===== config.mk =====
export PLATFORM = sky130hd
export DESIGN_NAME = bus_arb_2to1_flat
export DESIGN_NICKNAME = d
export VERILOG_FILES = /design/src/rtl/bus_arb_2to1_if.sv /design/src/rtl/bus_arb_2to1.sv /design/src/flat_wrapper.sv
export SDC_FILE = /design/constraint.sdc
export NUM_CORES = 1
export LEC_CHECK = 0
export ABC_CLOCK_PERIOD_IN_PS = 2900
export CORE_AREA = 2 2 79 81
export DETAILED_ROUTE_END_ITERATION = 8
export DIE_AREA = 0 0 81 83
export GPL_TIMING_DRIVEN = 0
export HOLD_SLACK_MARGIN = 0.12
export PLACE_DENSITY = 0.82
export SLEW_MARGIN = 10
export SYNTH_ARGS = -nofsm -noshare
export SYNTH_HDL_FRONTEND = slang
export SYNTH_SLANG_ARGS = --single-unit

===== constraint.sdc =====
create_clock -name clk -period 2.9 [get_ports clk]
set_input_delay 0.725 -clock clk [delete_from_list [all_inputs] [get_ports clk]]
set_output_delay 0.725 -clock clk [all_outputs]
set_load 0.005 [all_outputs]

===== src/rtl/bus_arb_2to1_if.sv =====
// Bus bundle for the 2:1 round-robin arbiter.
// Carries the two upstream valid/ready requester channels and the shared
// downstream channel. The arbiter connects through the 'slave' modport.
// The surrounding environment (the requesters plus the downstream sink)
// connects through the 'master' modport.
interface bus_arb_2to1_if #(
    parameter int WIDTH = 64
);
    // Requester 0
    logic [WIDTH-1:0] m0_data;
    logic             m0_last;
    logic             m0_valid;
    logic             m0_ready;

    // Requester 1
    logic [WIDTH-1:0] m1_data;
    logic             m1_last;
    logic             m1_valid;
    logic             m1_ready;

    // Shared downstream channel
    logic [WIDTH-1:0] s_data;
    logic             s_src;
    logic             s_last;
    logic             s_valid;
    logic             s_ready;

    // Arbiter side: consumes requests, drives readies and the downstream beat
    modport slave (
        input  m0_data, m0_last, m0_valid,
        output m0_ready,
        input  m1_data, m1_last, m1_valid,
        output m1_ready,
        output s_data, s_src, s_last, s_valid,
        input  s_ready
    );

    // Environment side: drives requests, consumes readies and the downstream beat
    modport master (
        output m0_data, m0_last, m0_valid,
        input  m0_ready,
        output m1_data, m1_last, m1_valid,
        input  m1_ready,
        input  s_data, s_src, s_last, s_valid,
        output s_ready
    );
endinterface


===== src/rtl/bus_arb_2to1.sv =====
// Round-robin 2:1 packet arbiter over a valid/ready channel.
// A grant is held from the first beat of a packet until its last beat is
// accepted, so packets from the two requesters never interleave. The
// round-robin pointer rr_last moves only when a packet completes.
// Optional build macro BUS_ARB_PERF_EN adds saturating performance counters
// (perf_m0_beats, perf_m1_beats, perf_conflict).
module bus_arb_2to1 #(
    parameter int WIDTH = 64,
    parameter int CNT_W = 32
) (
    input  logic             clk,
    input  logic             rst,
    bus_arb_2to1_if.slave    bus
`ifdef BUS_ARB_PERF_EN
    ,
    output logic [CNT_W-1:0] perf_m0_beats,
    output logic [CNT_W-1:0] perf_m1_beats,
    output logic [CNT_W-1:0] perf_conflict
`endif
);

    typedef enum logic [1:0] {
        IDLE  = 2'd0,
        LOCK0 = 2'd1,
        LOCK1 = 2'd2
    } state_t;

    state_t     state;
    state_t     state_next;
    logic       rr_last;
    logic       rr_last_next;

    logic       pick_valid;
    logic       pick;
    logic       grant_valid;
    logic       grant;
    logic       g_valid;
    logic       g_last;
    logic       accept;

    // Tie-break pick for IDLE: a lone requester wins, otherwise whoever did not finish last
    always_comb begin
        pick_valid = 1'b0;
        pick       = rr_last;
        unique case ({bus.m1_valid, bus.m0_valid})
            2'b01: begin
                pick_valid = 1'b1;
                pick       = 1'b0;
            end
            2'b10: begin
                pick_valid = 1'b1;
                pick       = 1'b1;
            end
            2'b11: begin
                pick_valid = 1'b1;
                pick       = ~rr_last;
            end
            default: begin
                pick_valid = 1'b0;
                pick       = rr_last;
            end
        endcase
    end

    // Effective grant: a locked packet owns the channel, otherwise take the pick; reset blocks all grants
    always_comb begin
        grant_valid = 1'b0;
        grant       = rr_last;
        unique case (state)
            LOCK0: begin
                grant_valid = 1'b1;
                grant       = 1'b0;
            end
            LOCK1: begin
                grant_valid = 1'b1;
                grant       = 1'b1;
            end
            default: begin
                grant_valid = pick_valid;
                grant       = pick;
            end
        endcase
        if (rst) begin
            grant_valid = 1'b0;
            grant       = rr_last;
        end
    end

    // Granted requester's handshake fields, selected by the effective grant
    always_comb begin
        g_valid = 1'b0;
        g_last  = 1'b0;
        if (grant_valid) begin
            g_valid = grant ? bus.m1_valid : bus.m0_valid;
            g_last  = grant ? bus.m1_last  : bus.m0_last;
        end
        accept = g_valid & bus.s_ready;
    end

    // Zero-latency passthrough of the granted requester; the loser sees ready low
    always_comb begin
        bus.s_valid  = 1'b0;
        bus.s_src    = rr_last;
        bus.s_last   = 1'b0;
        bus.s_data   = grant ? bus.m1_data : bus.m0_data;
        bus.m0_ready = 1'b0;
        bus.m1_ready = 1'b0;
        if (grant_valid) begin
            bus.s_valid = g_valid;
            bus.s_src   = grant;
            bus.s_last  = g_last;
            if (grant) begin
                bus.m1_ready = bus.s_ready;
            end else begin
                bus.m0_ready = bus.s_ready;
            end
        end
    end

    // Next-state and round-robin update: lock on a non-final beat, release and rotate on the final beat
    always_comb begin
        state_next   = state;
        rr_last_next = rr_last;
        unique case (state)
            IDLE: begin
                if (accept) begin
                    if (g_last) begin
                        rr_last_next = grant;
                    end else begin
                        state_next = grant ? LOCK1 : LOCK0;
                    end
                end
            end
            LOCK0, LOCK1: begin
                if (accept && g_last) begin
                    state_next   = IDLE;
                    rr_last_next = grant;
                end
            end
            default: begin
                state_next = IDLE;
            end
        endcase
    end

    // State and round-robin pointer registers; reset abandons any lock and favours requester 0
    always_ff @(posedge clk) begin
        if (rst) begin
            state   <= IDLE;
            rr_last <= 1'b1;
        end else begin
            state   <= state_next;
            rr_last <= rr_last_next;
        end
    end

`ifdef BUS_ARB_PERF_EN
    localparam logic [CNT_W-1:0] CNT_MAX = {CNT_W{1'b1}};

    logic acc_m0;
    logic acc_m1;
    logic conflict;

    // Per-cycle events feeding the counters; a conflict is a cycle where the non-granted requester waits
    always_comb begin
        acc_m0   = accept & ~grant;
        acc_m1   = accept &  grant;
        conflict = 1'b0;
        if (!rst && bus.m0_valid && bus.m1_valid) begin
            conflict = grant ? ~bus.m0_ready : ~bus.m1_ready;
        end
    end

    // Saturating event counters, cleared by reset
    always_ff @(posedge clk) begin
        if (rst) begin
            perf_m0_beats <= '0;
            perf_m1_beats <= '0;
            perf_conflict <= '0;
        end else begin
            if (acc_m0 && perf_m0_beats != CNT_MAX) begin
                perf_m0_beats <= perf_m0_beats + 1'b1;
            end
            if (acc_m1 && perf_m1_beats != CNT_MAX) begin
                perf_m1_beats <= perf_m1_beats + 1'b1;
            end
            if (conflict && perf_conflict != CNT_MAX) begin
                perf_conflict <= perf_conflict + 1'b1;
            end
        end
    end
`endif

endmodule


===== src/flat_wrapper.sv =====
// flat-port wrapper written by rule: the top's interface ports become plain ports
module bus_arb_2to1_flat 
#(
    parameter int WIDTH = 64,
    parameter int CNT_W = 32
)
  (clk, rst, bus_m0_data, bus_m0_last, bus_m0_valid, bus_m0_ready, bus_m1_data, bus_m1_last, bus_m1_valid, bus_m1_ready, bus_s_data, bus_s_src, bus_s_last, bus_s_valid, bus_s_ready);
  bus_arb_2to1_if #(.WIDTH(WIDTH)) bus_i ();
  input  logic clk;
  input  logic rst;
  input wire logic [$bits(bus_i.m0_data)-1:0] bus_m0_data;
  input wire logic [$bits(bus_i.m0_last)-1:0] bus_m0_last;
  input wire logic [$bits(bus_i.m0_valid)-1:0] bus_m0_valid;
  output wire logic [$bits(bus_i.m0_ready)-1:0] bus_m0_ready;
  input wire logic [$bits(bus_i.m1_data)-1:0] bus_m1_data;
  input wire logic [$bits(bus_i.m1_last)-1:0] bus_m1_last;
  input wire logic [$bits(bus_i.m1_valid)-1:0] bus_m1_valid;
  output wire logic [$bits(bus_i.m1_ready)-1:0] bus_m1_ready;
  output wire logic [$bits(bus_i.s_data)-1:0] bus_s_data;
  output wire logic [$bits(bus_i.s_src)-1:0] bus_s_src;
  output wire logic [$bits(bus_i.s_last)-1:0] bus_s_last;
  output wire logic [$bits(bus_i.s_valid)-1:0] bus_s_valid;
  input wire logic [$bits(bus_i.s_ready)-1:0] bus_s_ready;
  assign bus_i.m0_data = bus_m0_data;
  assign bus_i.m0_last = bus_m0_last;
  assign bus_i.m0_valid = bus_m0_valid;
  assign bus_m0_ready = bus_i.m0_ready;
  assign bus_i.m1_data = bus_m1_data;
  assign bus_i.m1_last = bus_m1_last;
  assign bus_i.m1_valid = bus_m1_valid;
  assign bus_m1_ready = bus_i.m1_ready;
  assign bus_s_data = bus_i.s_data;
  assign bus_s_src = bus_i.s_src;
  assign bus_s_last = bus_i.s_last;
  assign bus_s_valid = bus_i.s_valid;
  assign bus_i.s_ready = bus_s_ready;
  bus_arb_2to1 #(.WIDTH(WIDTH), .CNT_W(CNT_W)) u_core (.clk(clk), .rst(rst), .bus(bus_i));
endmodule

**Yosys cells after proc, flatten, opt, wreduce, memory -nomap -nowiden**

Index checks and enable logic that the tools add are counted.
W data, S select, Z words.

- Equal/unequal tests: 9
- Muxes and demuxes: 27
- Bitwise operators: 2
- Reduce and logical (&&, ||, !) cells: 7

Operator list:

| kind | count |
|---|---|
| $mux W64 | 1 |
| $mux W1 | 18 |
| $mux W2 | 4 |
| $eq A2 B2 Y1 const B | 3 |
| $ne A2 B1 Y1 const B | 3 |
| $eq A2 B1 Y1 const B | 2 |
| $pmux W1 S2 | 2 |
| $pmux W2 S2 | 1 |
| $reduce_and A4 Y1 | 1 |
| $pmux W1 S3 | 1 |
| $reduce_and A3 Y1 | 1 |
| $reduce_or A3 Y1 | 1 |
| $logic_not A2 Y1 | 1 |
| $ne A2 B2 Y1 const B | 1 |
| $reduce_bool A2 Y1 | 1 |
| $reduce_or A2 Y1 | 1 |
| $and A1 B1 Y1 | 1 |
| $logic_and A1 B1 Y1 | 1 |
| $not A1 Y1 | 1 |

- Register bits after elaboration: 3
- Input port bits: 135
- Output and inout port bits: 69
- Logic and storage cells: 47

**Depth between registers and ports, before layout**

- Depth after elaboration: 10
- Gate-level depth with buffers: 8
- Mapped depth without buffers: 7

**Worst setup path before layout**

Ideal clock, no wire load.

- Kind: input to output
- Start: in rst
- End: out bus_s_data[0]
- Arrival: 2.063 ns
- Required time: 2.175 ns
- Setup slack: 0.112 ns
- Cell stages on the path: 6
- Buffers on the path: 3
- Cells stage by stage: buf_2 o21bai_1 a211oi_2 buf_4 buf_2 mux2_2

- Word-level cells in the longest chain between the ends: 2

RTL lines:

| element | RTL line | RTL |
|---|---|---|
| from (decl) | flat_wrapper.sv:10 | `input logic rst;` |
| $mux W1 | bus_arb_2to1.sv:83 | `if (rst) begin` |
| $mux W64 | bus_arb_2to1.sv:105 | `bus.s_data = grant ? bus.m1_data : bus.m0_data;` |
| to (decl) | flat_wrapper.sv:19 | `output wire logic [$bits(bus_i.s_data)-1:0] bus_s_data;` |

Every way passes these cells.

**Worst setup path after layout**

- Start: in rst
- End: out bus_s_data[60]

The elaborated chain is that of the path after synthesis.

==> metrics.txt <==
DRC Markers=0; Max Fclk=0.327 GHz; vias in the first global route=2201; pre-CTS WS=-1.11 ns; Worst VDD drop=0.000345 V; Worst EP required=2.17 ns; crit path max fanout=4; total congestion overflow=0; Final Hold Fails=0; Avg Cell Area, Syn=9.63 um^2; Synth top area share=0.662; Mapped Cells=113; wire per inst=19.2 um; CTS clk-pin slew, worst paths=0.03 ns; post-synthesis register bit count=3; diode count=0; Max Cap Violations=0; DRT Pass-1 Iters=4; Tmin final=3.06 ns; startpoint types=input port; sequential area share after synthesis=0.0552; Starting Density=0.187; routability congestion estimate=0.829; Worst EP arrival=2.34 ns; Max Root-Sink Buffers=2; final setup fails=65; PnR worst setup slack=-0.163 ns; IO Count=204; status=complete, but fails checks; Area Overhead vs Synth=277%; clk_skew=0.00447 ns; Synth Cell Area=0.00109 mm^2; largest net degree at the start of global routing=11; vias=1940; Leak Pwr=1.98 nW; Final nets=494; RSZ-0062 raised after global routing=yes; DRT antenna net count=0; top cells by area, synth=mux2_2 (66%), dfxtp_1 (5.5%), buf_2 (3.2%); die boundary height=83 um; dpl cell area=0.00321 mm^2; H-Tree Depth=1; TritonCTS clock tree=yes; most frequent cells in the layout=clkdlybuf4s50_1 (131), buf_6 (75), mux2_4 (62); Tightest Hold Check Type=reg -> reg; Reg2Reg Launch Point=u_core.state[1]; Tcrit/Tclk final=1.06; violated checks=negative setup slack; dpl hpwl=5.86 mm; routed vias/inst=4.50; clk sink count=3; Num CTS Buffers=3; Yosys cell types=28; Die ar.=0.00672 mm^2; core box area=0.00582 mm^2; commonest non-fill, non-tap cell in the layout=clkdlybuf4s50_1; clk_lat worst skew=0.22 ns; CP Class=in -> out; max_slew headroom=0.823; Core Rows=28; final WL=8.26 mm; Slew Viols, Final=0; Slew @ Worst Pin=0.259 ns; filler cell count=430; area leader, netlist=mux2_2; first-pass GRT wire length=11.8 mm; Hold Startpoint=u_core.rr_last; fin area=0.00410 mm^2; syn_nets=250; Cell Pwr Density=647 mW/mm^2; GRT Total Usage=0.228; Root Driver=clkbuf_8; antenna violations before repair=1; Iter 0 DRT Violations=31; CP Capture Type=output pin; Die Wd=81 um; share of layout cells above drive strength 1=0.531; I/O Buffers=203; YS warnings=0; Setup crit start=rst
[power by group]
part           internal [mW]  leakage, nW  switching (mW)
Combinational           1.67         1.94           0.800
Sequential            0.0523       0.0248         0.00652
Clock                 0.0940       0.0228          0.0298
[per-layer routing]
metal  vias to the layer above  share of wire  track usage
li1                        911              -            -
met1                       879           0.35        0.235
met2                       136           0.49        0.409
met3                        14           0.15        0.109
met4                         0          0.019       0.0493
met5                         -              0            0
[registers in the layout, summed over array words and instances, names as in the netlist]
signal,flops
u_core.rr_last,1
u_core.state,2
[cell usage after synthesis (all sizes together)]
cell type / count
o21bai: 1
nor4bb: 1
inv: 4
nor3: 2
nor2: 5
a211oi: 2
nand3: 2
and3: 1
o21ai: 1
a21o: 1
nand2b: 1
ha: 2
nor2b: 1
a221o: 1
a31oi: 1
dfxtp: 3
mux2i: 3
buf: 9
o32ai: 1
nand3b: 1
nor3b: 2
mux2: 65
and3b: 1
nand4b: 1
nand2: 1
[worst paths after layout]
check,depth (start not counted),endpoint,slack [ns]
worst min-delay path,1,u_core.rr_last,0.54
worst max register to register,10,u_core.rr_last,0.53
worst max-delay path,10,bus_s_data[60],-0.16
worst min register to register,1,u_core.rr_last,0.54
[per-stage QoR]
stage | utilization | hold slack [ns] | total power [mW] | setup TNS [ns] | cells
2_1_floorplan | - | 0.470 | 0.709 | 0 | 113
3_3_place_gp | 0.553 | 0.495 | 1.52 | -65.73 | 391
3_5_place_dp | 0.553 | 0.523 | 1.52 | -67.53 | 391
4_1_cts | 0.691 | 0.534 | 2.58 | -5.25 | 432
5_1_grt | 0.705 | 0.564 | 2.79 | -8.18 | 431
6_report | 0.705 | 0.542 | 2.65 | -5.42 | 431
[final cells by class]
type                            instances  area, um^2  share of cell area
Timing Repair Buffer                  240        2510               0.613
Clock buffer                            4        45.0              0.0110
Inverter                                4        15.0             0.00366
Multi-Input combinational cell         97        1250               0.304
Tap cell                               75        93.8              0.0229
Buffer                                  8         123              0.0299
Sequential cell                         3        61.3              0.0150
[worst max-delay path: stages]
cell and delay [ns]:
buf_8 0.10, buf_6 0.11, o21bai_4 0.17, a211oi_4 0.29, buf_6 0.17, buf_12 0.13
buf_12 0.11, buf_4 0.11, mux2_4 0.30, buf_6 0.12
[what timing repair did]
action                     in CTS  in global routing
setup endpoints to repair      69                 68
buffers inserted               33                  2
resized for setup             418                 41
hold buffers                    0                  0
gates cloned                    5                  1
pin swaps                       5                  3
[cells by family after synthesis]
logic type                 synth area share
buffers and inverters                0.0598
AOI/OAI and AO/OA                    0.0598
and+or+nand+nor                       0.102
muxes                                 0.700
DFF                                  0.0552
adders and majority gates            0.0230
(Power assumes the default switching activity.)
